<file path="src/rtl/turn_controller.sv">
// Two-player turn sequencer driving a per-turn timer: arms the timer each turn, reacts to moves and
// timeouts, requests auto-moves on timeout and declares forfeit after repeated consecutive timeouts.
module turn_controller #(
   parameter int TURN_SECONDS = 10,
   parameter int MAX_STRIKES  = 3
) (
   input  logic       clk,
   input  logic       rst,
   input  logic       start_game,
   input  logic       move_valid,
   input  logic       game_over,
   input  logic       timeout,
   input  logic [3:0] count_seconds,
   input  logic       auto_move_done,
   output logic       timer_enable,
   output logic       timer_reset,
   output logic       auto_move_req,
   output logic       current_player,
   output logic [7:0] turn_count,
   output logic [3:0] remaining_seconds,
   output logic       forfeit,
   output logic       winner,
   output logic [2:0] state_out
);

   localparam logic [2:0] S_IDLE      = 3'd0;
   localparam logic [2:0] S_ARM       = 3'd1;
   localparam logic [2:0] S_WAIT_MOVE = 3'd2;
   localparam logic [2:0] S_AUTO_MOVE = 3'd3;
   localparam logic [2:0] S_SWITCH    = 3'd4;
   localparam logic [2:0] S_DONE      = 3'd5;

   localparam logic [4:0] TURN_S5 = 5'(TURN_SECONDS);
   localparam logic [1:0] MAX_S2  = 2'(MAX_STRIKES);

   logic [2:0] state_r;
   logic [2:0] state_s;
   logic       player_r;
   logic [7:0] turn_count_r;
   logic [1:0] strike_r [2];
   logic       forfeit_r;
   logic       winner_r;
   logic [1:0] strike_inc_s;
   logic [4:0] remaining_s;

   assign strike_inc_s = strike_r[player_r] + 2'd1;

   // State register
   always_ff @(posedge clk) begin
      if (rst) begin
         state_r <= S_IDLE;
      end else begin
         state_r <= state_s;
      end
   end

   // Next-state decision; game_over outranks a move, which outranks a timeout
   always_comb begin
      state_s = state_r;
      case (state_r)
         S_IDLE: begin
            if (start_game) state_s = S_ARM;
            else            state_s = S_IDLE;
         end
         S_ARM: state_s = S_WAIT_MOVE;
         S_WAIT_MOVE: begin
            if (game_over)       state_s = S_DONE;
            else if (move_valid) state_s = S_SWITCH;
            else if (timeout) begin
               if (strike_inc_s == MAX_S2) state_s = S_DONE;
               else                        state_s = S_AUTO_MOVE;
            end else begin
               state_s = S_WAIT_MOVE;
            end
         end
         S_AUTO_MOVE: begin
            if (game_over)           state_s = S_DONE;
            else if (auto_move_done) state_s = S_SWITCH;
            else                     state_s = S_AUTO_MOVE;
         end
         S_SWITCH: state_s = S_ARM;
         S_DONE: begin
            if (start_game) state_s = S_ARM;
            else            state_s = S_DONE;
         end
         default: state_s = S_IDLE;
      endcase
   end

   // Game bookkeeping: player, turn count, strike counters, forfeit result
   always_ff @(posedge clk) begin
      if (rst) begin
         player_r     <= 1'b0;
         turn_count_r <= 8'd0;
         strike_r[0]  <= 2'd0;
         strike_r[1]  <= 2'd0;
         forfeit_r    <= 1'b0;
         winner_r     <= 1'b0;
      end else begin
         case (state_r)
            S_IDLE, S_DONE: begin
               if (start_game) begin
                  player_r     <= 1'b0;
                  turn_count_r <= 8'd0;
                  strike_r[0]  <= 2'd0;
                  strike_r[1]  <= 2'd0;
                  forfeit_r    <= 1'b0;
                  winner_r     <= 1'b0;
               end
            end
            S_WAIT_MOVE: begin
               if (!game_over) begin
                  if (move_valid) begin
                     strike_r[player_r] <= 2'd0;
                  end else if (timeout) begin
                     strike_r[player_r] <= strike_inc_s;
                     if (strike_inc_s == MAX_S2) begin
                        forfeit_r <= 1'b1;
                        winner_r  <= ~player_r;
                     end
                  end
               end
            end
            S_SWITCH: begin
               player_r <= ~player_r;
               if (turn_count_r != 8'hFF) turn_count_r <= turn_count_r + 8'd1;
            end
            default: ;
         endcase
      end
   end

   // Moore output decode from the state register only
   always_comb begin
      timer_reset   = 1'b0;
      timer_enable  = 1'b0;
      auto_move_req = 1'b0;
      case (state_r)
         S_ARM:       timer_reset   = 1'b1;
         S_WAIT_MOVE: timer_enable  = 1'b1;
         S_AUTO_MOVE: auto_move_req = 1'b1;
         default: ;
      endcase
   end

   // Seconds left in the turn, floored at zero once the timer overruns
   always_comb begin
      if ({1'b0, count_seconds} <= TURN_S5) remaining_s = TURN_S5 - {1'b0, count_seconds};
      else                                  remaining_s = 5'd0;
   end

   assign remaining_seconds = remaining_s[3:0];
   assign current_player    = player_r;
   assign turn_count        = turn_count_r;
   assign forfeit           = forfeit_r;
   assign winner            = winner_r;
   assign state_out         = state_r;

endmodule

</file>
<file path="config.mk">
export PLATFORM = sky130hd
export DESIGN_NAME = turn_controller
export DESIGN_NICKNAME = d
export VERILOG_FILES = /design/src/rtl/turn_controller.sv
export SDC_FILE = /design/constraint.sdc
export NUM_CORES = 1
export LEC_CHECK = 0
export ABC_AREA = 1
export ABC_CLOCK_PERIOD_IN_PS = 3300
export CORE_MARGIN = 2
export CORE_UTILIZATION = 51
export DETAILED_ROUTE_END_ITERATION = 12
export PLACE_DENSITY_LB_ADDON = 0.08
export SYNTH_ARGS = -nofsm -noshare
export SYNTH_HDL_FRONTEND = slang
export SYNTH_SLANG_ARGS = --single-unit
</file>
<file path="constraint.sdc">
create_clock -name clk -period 3.3 [get_ports clk]
set_clock_uncertainty 0.1 [all_clocks]
set_input_delay 0.66 -clock clk [delete_from_list [all_inputs] [get_ports clk]]
set_output_delay 0.66 -clock clk [all_outputs]
set_load 0.005 [all_outputs]
</file>
# ---- After elaboration in Yosys (flattened, before gate mapping)
# Memories as Yosys holds them, arrays and structs flattened. A register that Yosys moved wholly into a read port is not among the register bits.
# Index checks and enable logic that the tools add are counted.
dict set report word_totals {
  regBits 14
  latchBits 0
  ramBits 4
  mem_bits_ro 0
  out_inout_bits 21
  elab_cells 88
  mem_count 1
}
dict set report classes {
  add_sub_neg 3
  n_mul 0
  n_div 0
  magnitude_cmp 1
  eq_ne 13
  shifts 0
  n_mux 53
  n_bitwise 4
  n_reduce_logical 8
}
# name depth word_bits read_ports rd_clocked_by_memory_dff wr line
set memory_table {}
lappend memory_table {strike_r 2 2 1 1 2 40} ;# logic [1:0] strike_r [2];
# cell count
set op_table {}
lappend op_table {{$mux 1} 34}
lappend op_table {{$mux 3} 7}
lappend op_table {{$pmux 3 s6} 1}
lappend op_table {{$mux 8} 2}
lappend op_table {{$pmux 8 s2} 1}
lappend op_table {{$ne 2x2->1 const B} 6}
lappend op_table {{$add 8x1->8 const B} 1}
lappend op_table {{$mux 2} 4}
lappend op_table {{$ne 8x8->1 const B} 1}
lappend op_table {{$eq 3x2->1 const B} 2}
lappend op_table {{$eq 3x3->1 const B} 2}
lappend op_table {{$pmux 1 s2} 3}
lappend op_table {{$reduce_and 6->1} 1}
lappend op_table {{$le 4x4->1 const B} 1}
lappend op_table {{$mux 4} 1}
lappend op_table {{$reduce_bool 2->1} 2}
lappend op_table {{$reduce_or 2->1} 2}
lappend op_table {{$sub 4x4->4 const A} 1}
lappend op_table {{$eq 3x1->1 const B} 1}
lappend op_table {{$logic_not 3->1} 1}
lappend op_table {{$or 1x1->1} 3}
lappend op_table {{$reduce_and 3->1} 1}
lappend op_table {{$add 2x1->2 const B} 1}
lappend op_table {{$eq 2x2->1 const B} 1}
lappend op_table {{2 further kinds} 2}

# ---- Logic depth before layout (Yosys ltp)
# Gate-level depths: netlist of the first run.
dict set report logic_depth {
  depth_word 9
  depth_mapped 9
}

# ---- Least setup slack after synthesis of the first run
# OpenSTA, ideal clock, no wires.
dict set report synth_timing {
  path_type {input -> output}
  from {input port count_seconds[0]}
  to {output port remaining_seconds[0]}
  t_arrival_ns 1.310
  required_ns 2.540
  path_slack_ns 1.230
  path_stages 6
  cell_sequence {inv_1 -> ha_1 -> a21boi_0 -> o21ai_0 -> inv_1 -> nor2_1}
}
dict set report synth_between {
  elab_chain_len 2
  elab_cells_between_ends 3
  cone_classes {add/sub: 1; order compare: 1; mux: 1}
}
# item line
set synth_rtl {}
lappend synth_rtl {{start, declared} 13} ;# input logic [3:0] count_seconds,
lappend synth_rtl {{$sub 4x4->4 or $le 4x4->1 (tied branches)} 148} ;# if ({1'b0, count_seconds} <= TURN_S5) remaining_s = TURN_S5 - {1'b0, count_seconds};
lappend synth_rtl {{$mux 4 *} 148}
lappend synth_rtl {{end, declared} 20} ;# output logic [3:0] remaining_seconds,
# Every way passes the cells marked *; elsewhere a longest branch is shown, timed or not.

# ---- Worst setup path in the final report of the first run
# Ends and elaborated chain as after synthesis.

==> impl_metrics.toml, run 1 <==
[grt]
grt_usage_pct = 20.7
gr-total-overflow = 0
grt_pass1_vias = 1046
grt_pass1_wl_mm = 4.23
antenna_found_initial = 0
grt_max_degree = 12

[clocking]
htreeDepth = 1
clock-sinks = 19
insertion_delay_ps = 300
cts_tree = "built"
clk_root_buffer_cell = "clkbuf_4"
cts-resized-gates = 0
clk_pin_slew_worst_paths_ps = 110
numCtsBuffers = 3
post_cts_buffers = 0
holdBufCountCts = 0
max-clock-path-buffers = 2

[job]
drv_cap = 0

[worst_setup_path]
critPathMaxFanout = 3
end_kind = "primary output"
critical_path_class = "input port to primary output"
required_ps = 2540
crit_path_start_kind = "input port"
cp.arrival_ps = 2370

[hold_path]
min_path_type = "flip-flop to flip-flop"

[detailed_routing]
wirelength_mm = 2.54
wl_per_cell_um = 10.8
num_vias = 1188
ant_nets = 0
post_drt_via_cell_ratio = 5.08
dr.pass1.iters = 4
route.detailed.drc = 0
dr.first_iter.drc_count = 26

[power_and_ir_drop]
vdd_drop_max_mv = 0.193
p_leak_nw = 0.627
power_density_nw_per_um2 = 316
p_total_mw = 0.490

[layout]
post-route-util_pct = 70.8
ff_latch_area_sq_um = 420
final_area_sq_um = 1550
layout-drive-gt1-share_pct = 8.74
fin_nets = 222
multi_input_area_sq_um = 659
final_common_cell = "nand2_1"
n_fill_cell = 184
syn_to_final_growth_pct = 31.3
diodes = 0
final_cell_mix = "39 x nand2_1, 31 x clkdlybuf4s50_1, 29 x nor2_1"

[logic_synthesis]
yosys.cell_types.count = 26
ys_seq_area_share_pct = 35.6
syn_avg_cell_area_sq_um = 6.87
netlist_instances = 172
ys_seq_elements = 19
syn_area_sq_um = 1180
syn-num-nets = 187
yosys_warnings = 0

[floorplanning]
core_sq_um = 2190
row_count = 17
die_x_um = 52.1
start_util_pct = 53.9
pin_count = 32
die_y_um = 52.1
die-area_sq_um = 2720

[sta]
period_minus_slack_ps = 3130
max-slew-margin-rel_pct = 76.2
finalMaxSlewViolations = 0
fin_crit_sh_pct = 94.9
finalSetupTns_ps = 0
fmax_mhz = 319
hold_viol_final = 0
worst_slew_pin_slew_ps = 356
hold_ws_ps = 438
grt_setup_unrepaired = "no"
setup-violations-final = 0

[placement]
placed_cell_area_sq_um = 1520
place.gp.congestion = 0.794
port_buffers = 31
dp_hpwl_mm = 1.99

[outcome]
status = "finished, final reports clean"
## critical path, cell delays in order
cell and delay [ps]:
clkdlybuf4s50_1 510, inv_1 80, ha_1 190, a21boi_0 210
o21ai_0 160, inv_1 90, nor2_1 40, clkdlybuf4s50_1 440
## per-stage QoR
stage                     std cells  worst slack, ps
final                           234              168
after global routing            234             2.76
after CTS                       234              163
after detailed placement        230              167
after global placement          230              250
after floorplan                 172             1230
## final timing paths
| kind | start | to | slack (ps) | cells after the start |
|---|---|---|---|---|
| setup / recovery | count_seconds[0] | remaining_seconds[0] | 170 | 8 |
| hold / removal | turn_count[2]$_SDFFE_PP0P_ | turn_count[2]$_SDFFE_PP0P_ | 440 | 2 |
| setup reg to reg | state_out[1]$_SDFF_PP0_ | strike_r[1][1]$_SDFFCE_PN0P_ | 1640 | 6 |
| hold reg to reg | turn_count[2]$_SDFFE_PP0P_ | turn_count[2]$_SDFFE_PP0P_ | 440 | 2 |
## final cells by class
| class | count | share of cell area [%] |
|---|---|---|
| multi-input combinational | 126 | 42.5 |
| clock buffer | 3 | 1.45 |
| timing repair buffer | 31 | 20.0 |
| clock inverter | 1 | 0.323 |
| tap | 28 | 2.26 |
| sequential | 19 | 27.1 |
| inverter | 26 | 6.30 |
## registers in the layout, indices dropped and copies added, names as in the netlist, named ones only
signal	flops
state_out	3
winner	1
current_player	1
forfeit	1
strike_r	4
turn_count	8
## where the power goes
group          internal, mW  total (mW)  leakage [nW]  switching (mW)
Sequential            0.246       0.258         0.165          0.0112
Clock                0.0452       0.120        0.0177          0.0747
Combinational        0.0551       0.113         0.445          0.0574
## cell families (layout without fill, tap and decap cells)
kind of cell | after synthesis | in the layout | synth area share, %
AOI/OAI and AO/OA | 19 | 19 | 8.58
and+or+nand+nor | 99 | 99 | 39.7
DFF | 19 | 19 | 35.6
adders and majority gates | 4 | 4 | 4.24
muxes | 2 | 2 | 1.80
xor gates and xnor gates | 2 | 2 | 1.48
buffers and inverters | 27 | 61 | 8.58
## metal layers
metal	wire length, um	vias up	track usage [%]
met3	110	5	2.59
met4	40	0	7.89
met1	1160	536	26.2
li1	-	621	-
met5	0	-	0
met2	1230	26	35.7
## cells in the mapped netlist (all sizes together)
cell | n | area (sq um)
nand2 | 42 | 170
nor2 | 32 | 133
inv | 26 | 97.6
nand3 | 17 | 110
dfxtp | 15 | 300
a21oi | 8 | 40.0
o21ai | 7 | 35.0
edfxtp | 4 | 120
ha | 4 | 50.1
nor3 | 4 | 31.3
a31oi | 3 | 18.8
nand4 | 2 | 12.5
or2 | 2 | 12.5
a21boi | 1 | 7.51
clkbuf | 1 | 3.75
mux2 | 1 | 11.3
mux2i | 1 | 10.0
xnor2 | 1 | 8.76
xor2 | 1 | 8.76
Note: power is estimated with default switching activity, not from simulation.
==> inputs of run 2 (changes only) <==
--- a/config.mk
+++ b/config.mk
@@ -7,9 +7,12 @@
 export LEC_CHECK = 0
 export ABC_AREA = 1
 export ABC_CLOCK_PERIOD_IN_PS = 3300
+export CELL_PAD_IN_SITES_DETAIL_PLACEMENT = 1
+export CELL_PAD_IN_SITES_GLOBAL_PLACEMENT = 1
 export CORE_MARGIN = 2
-export CORE_UTILIZATION = 51
+export CORE_UTILIZATION = 35
 export DETAILED_ROUTE_END_ITERATION = 12
+export GPL_TIMING_DRIVEN = 0
 export PLACE_DENSITY_LB_ADDON = 0.08
 export SYNTH_ARGS = -nofsm -noshare
 export SYNTH_HDL_FRONTEND = slang
==> run 2 against run 1 <==
Net effect:
- maximum frequency shrank 1.9%
- highest routed layer unchanged
- total power rose by 2.2%
- die area grew 42%
- largest cell class unchanged
- via count rose by 1.9%
==> impl_metrics.toml, run 2 (synthesis gave the netlist of run 1 again) <==
[sta]
worst_slew_pin_slew_ps = 388
fin_crit_sh_pct = 96.7
finalMaxSlewViolations = 0
fin_ws_ps = 108
fmax_mhz = 313
hold_viol_final = 0
setup-violations-final = 0
grt_setup_unrepaired = "no"
period_minus_slack_ps = 3190
max-slew-margin-rel_pct = 74.1
finalSetupTns_ps = 0

[detailed_routing]
post_drt_via_cell_ratio = 4.81
dr.first_iter.drc_count = 26
dr.pass1.iters = 4
num_vias = 1211
wl_per_cell_um = 12.6
wirelength_mm = 3.18
route.detailed.drc = 0
ant_nets = 0

[grt]
grt_pass1_wl_mm = 5.24
antenna_found_initial = 0
grt_pass1_vias = 1216
grt_max_degree = 12
gr-total-overflow = 0
grt_usage_pct = 18.7

[worst_setup_path]
required_ps = 2540
crit_path_max_incr_delay_ps = 500
critPathMaxFanout = 3
r2r_cells = 6
cp_cell_sequence = "clkdlybuf4s50_1, inv_1, ha_1, a21boi_0, o21ai_0, inv_1, nor2_1, clkdlybuf4s50_1"
cp-startpoint = "count_seconds[0]"
critical_path_class = "input port to primary output"
rrSetupSlack_ps = 1560
timing.rr.start = "state_out[1]$_SDFF_PP0_"
slowest_stage = "clkdlybuf4s50_1"
crit_path_start_kind = "input port"
cp.arrival_ps = 2430
end_kind = "primary output"
r2r_end = "strike_r[1][1]$_SDFFCE_PN0P_"

[power_and_ir_drop]
power_density_nw_per_um2 = 320
p_int_mw = 0.346
clkPwrFrac_pct = 25.4
vdd_drop_max_mv = 0.145
power_frac_comb_pct = 23.0
p_total_mw = 0.501
swShare_pct = 30.8
power_switching_mw = 0.154
p_leak_nw = 0.625
power_frac_seq_pct = 51.6

[layout]
post-route-util_pct = 47.7
largest_register_ffs = 8
stdcell_count = 252
fin_nets = 222
final_cell_mix = "39 x nand2_1, 30 x clkdlybuf4s50_1, 29 x nor2_1"
layout-drive-gt1-share_pct = 8.74
n_fill_cell = 446
final_common_cell = "nand2_1"
diodes = 0
syn_to_final_growth_pct = 32.6

[placement]
port_buffers = 30
placedCellCount = 248
dp_hpwl_mm = 2.55
place_ws_ps = 124
place.gp.congestion = 0.755

[job]
drv_cap = 0

[floorplanning]
row_count = 21
core_sq_um = 3280
pin_count = 32
die_x_um = 62.1
die_y_um = 62.1
start_util_pct = 36.0
die-area_sq_um = 3860

[clocking]
post_cts_buffers = 0
clk_root_buffer_cell = "clkbuf_4"
cts-resized-gates = 0
clk_pin_slew_worst_paths_ps = 120
numCtsBuffers = 3
cts_tree = "built"
htreeDepth = 1
insertion_delay_ps = 310
holdBufCountCts = 0
clock-sinks = 19
max-clock-path-buffers = 2

[hold_path]
hp-start = "forfeit$_SDFFE_PP0P_"
min_path_type = "flip-flop to flip-flop"
whs_path_depth = 2
holdPathEnd = "forfeit$_SDFFE_PP0P_"

[outcome]
status = "finished, final reports clean"
run 2: worst max path at each step:
| stage | endpoint | slack (ps) |
|---|---|---|
| 2_1_floorplan | remaining_seconds[0] | 1230 |
| 3_3_place_gp | remaining_seconds[3] | 220 |
| 3_5_place_dp | remaining_seconds[0] | 120 |
| 4_1_cts | remaining_seconds[0] | 110 |
| 5_1_grt | remaining_seconds[0] | 2 |
| 6_report | remaining_seconds[0] | 110 |
run 2: final cells by class:
cell class	instances	area, sq um	area share, %
Sequential cell	19	420	26.8
Timing Repair Buffer	30	300	19.2
Tap cell	46	57.6	3.67
Multi-Input combinational cell	126	659	42.1
Buffer	1	3.75	0.240
Clock buffer	3	22.5	1.44
Clock inverter	1	5.00	0.319
Inverter	26	97.6	6.23
run 2: power by group through the flow:
stage,sequential [mW],combinational (mW),clock (mW)
after global placement,0.263,0.112,0
after floorplan,0.262,0.0619,0
final,0.258,0.115,0.127
after CTS,0.259,0.116,0.129
after detailed placement,0.264,0.116,0
after global routing,0.260,0.130,0.140
run 2: routing by layer:
layer	track usage [%]	wire, um
met1	23.2	1450
met2	33.3	1580
met3	1.86	105
met4	6.38	46
met5	0	0
run 2: per-stage QoR:
stage,area [sq um],hold WS (ps)
detailed placement,1540,417
floorplan,1180,396
CTS,1570,448
global route,1570,486
finish,1570,439
global placement,1540,400
run 2: critical path: cells and delay by family:
family | cells | cell delay [ps]
buffers and inverters | 4 | 1110
AO/OA/AOI/OAI | 2 | 410
AND/OR/NAND/NOR | 1 | 40
adder cells (fa/ha/maj) | 1 | 200
==> inputs of run 3 (changes only) <==
--- a/config.mk
+++ b/config.mk
@@ -13,7 +13,7 @@
 export CORE_UTILIZATION = 35
 export DETAILED_ROUTE_END_ITERATION = 12
 export GPL_TIMING_DRIVEN = 0
-export PLACE_DENSITY_LB_ADDON = 0.08
+export PLACE_DENSITY = 0.84
 export SYNTH_ARGS = -nofsm -noshare
 export SYNTH_HDL_FRONTEND = slang
 export SYNTH_SLANG_ARGS = --single-unit
==> run 3 against run 2 <==
Net effect:
- maximum frequency is 1.9% higher
- total power shrank 1.8%
- die area did not move
- cell area unchanged
- highest routed layer unchanged
- clock-buffer cell count is the same
- critical endpoint unchanged
- sequential power about the same
- largest cell class unchanged
- worst setup slack gained 60 ps
- clock power down 6%
==> impl_metrics.toml, run 3 (synthesis gave the netlist of run 1 again) <==
[grt]
antenna_found_initial = 0
gr-total-overflow = 0
grt_usage_pct = 17.8
grt_pass1_wl_mm = 5.08
grt_pass1_vias = 1191
grt_max_degree = 12

[sta]
worst_slew_pin_slew_ps = 388
hold_viol_final = 0
max-slew-margin-rel_pct = 74.2
setup-violations-final = 0
finalSetupTns_ps = 0
period_minus_slack_ps = 3130
grt_setup_unrepaired = "no"
fin_crit_sh_pct = 94.9
finalMaxSlewViolations = 0
fmax_mhz = 319
hold_ws_ps = 447

[job]
drv_cap = 0

[power_and_ir_drop]
vdd_drop_max_mv = 0.0951
power_frac_comb_pct = 23.2
power_switching_mw = 0.145
swShare_pct = 29.6
power_density_nw_per_um2 = 314
power_frac_seq_pct = 52.5
clkPwrFrac_pct = 24.3
p_int_mw = 0.346
p_leak_nw = 0.625

[worst_setup_path]
cp.arrival_ps = 2370
critPathMaxFanout = 3
crit_path_start_kind = "input port"
required_ps = 2540
critical_path_class = "input port to primary output"
end_kind = "primary output"

[detailed_routing]
dr.pass1.iters = 4
num_vias = 1195
ant_nets = 0
wl_per_cell_um = 12.2
wirelength_mm = 3.07
route.detailed.drc = 0
post_drt_via_cell_ratio = 4.74
dr.first_iter.drc_count = 50

[floorplanning]
pin_count = 32
die-area_sq_um = 3860
die_x_um = 62.1
die_y_um = 62.1
row_count = 21
core_sq_um = 3280
start_util_pct = 36.0

[layout]
syn_to_final_growth_pct = 32.6
layout-drive-gt1-share_pct = 8.74
multi_input_area_sq_um = 659
diodes = 0
ff_latch_area_sq_um = 420
final_common_cell = "nand2_1"
final_area_sq_um = 1570
final_cell_mix = "39 x nand2_1, 30 x clkdlybuf4s50_1, 29 x nor2_1"
n_fill_cell = 434
fin_nets = 222
stdcell_count = 252
largest_register_ffs = 8
post-route-util_pct = 47.7

[clocking]
numCtsBuffers = 3
max-clock-path-buffers = 2
cts_tree = "built"
cts-resized-gates = 0
post_cts_buffers = 0
clock-sinks = 19
clk_pin_slew_worst_paths_ps = 110
clk_root_buffer_cell = "clkbuf_4"
insertion_delay_ps = 300
holdBufCountCts = 0
htreeDepth = 1

[outcome]
status = "finished, final reports clean"

[hold_path]
min_path_type = "flip-flop to flip-flop"

[placement]
dp_hpwl_mm = 2.54
port_buffers = 30
placedCellCount = 248
place.gp.congestion = 0.746
placed_cell_area_sq_um = 1540
run 3: cell type report:
class	count	share of cell area, %
Tap cell	46	3.67
Buffer	1	0.240
Sequential cell	19	26.8
Timing Repair Buffer	30	19.2
Inverter	26	6.23
Clock buffer	3	1.44
Clock inverter	1	0.319
Multi-Input combinational cell	126	42.1
run 3: metal layers:
metal / track usage (%) / vias up / share of wire [%]
li1: - / 616 / -
met1: 22.4 / 557 / 45
met2: 30.8 / 20 / 51
met3: 2.48 / 2 / 2.8
met4: 6.69 / 0 / 0.33
met5: 0 / - / 0
run 3: worst max-delay path, stage by stage:
cell and delay, ps:
clkdlybuf4s50_1 510, inv_1 80, ha_1 200, a21boi_1 190, o21ai_0 150, inv_1 100
nor2_1 40, clkdlybuf4s50_1 440
run 3: worst paths after layout:
check	startpoint	endpoint	slack (ps)	cells past startpoint
max reg2reg	state_out[1]$_SDFF_PP0_	strike_r[0][0]$_SDFFCE_PN0P_	1600	6
min reg2reg	turn_count[1]$_SDFFE_PP0P_	turn_count[1]$_SDFFE_PP0P_	450	2
min	turn_count[1]$_SDFFE_PP0P_	turn_count[1]$_SDFFE_PP0P_	450	2
max	count_seconds[0]	remaining_seconds[0]	170	8
run 3: power by group through the flow:
stage / registers [mW] / logic [mW] / clock network [mW]
detailed placement: 0.264 / 0.116 / 0
global placement: 0.263 / 0.110 / 0
floorplan: 0.262 / 0.0619 / 0
CTS: 0.258 / 0.116 / 0.128
finish: 0.258 / 0.114 / 0.120
global route: 0.260 / 0.128 / 0.140
run 3: through the flow:
| stage | power (mW) | setup WS, ps |
|---|---|---|
| CTS | 0.503 | 70.8 |
| global route | 0.528 | 46.3 |
| global placement | 0.373 | 222 |
| floorplan | 0.324 | 1230 |
| detailed placement | 0.379 | 82.1 |
| finish | 0.492 | 168 |
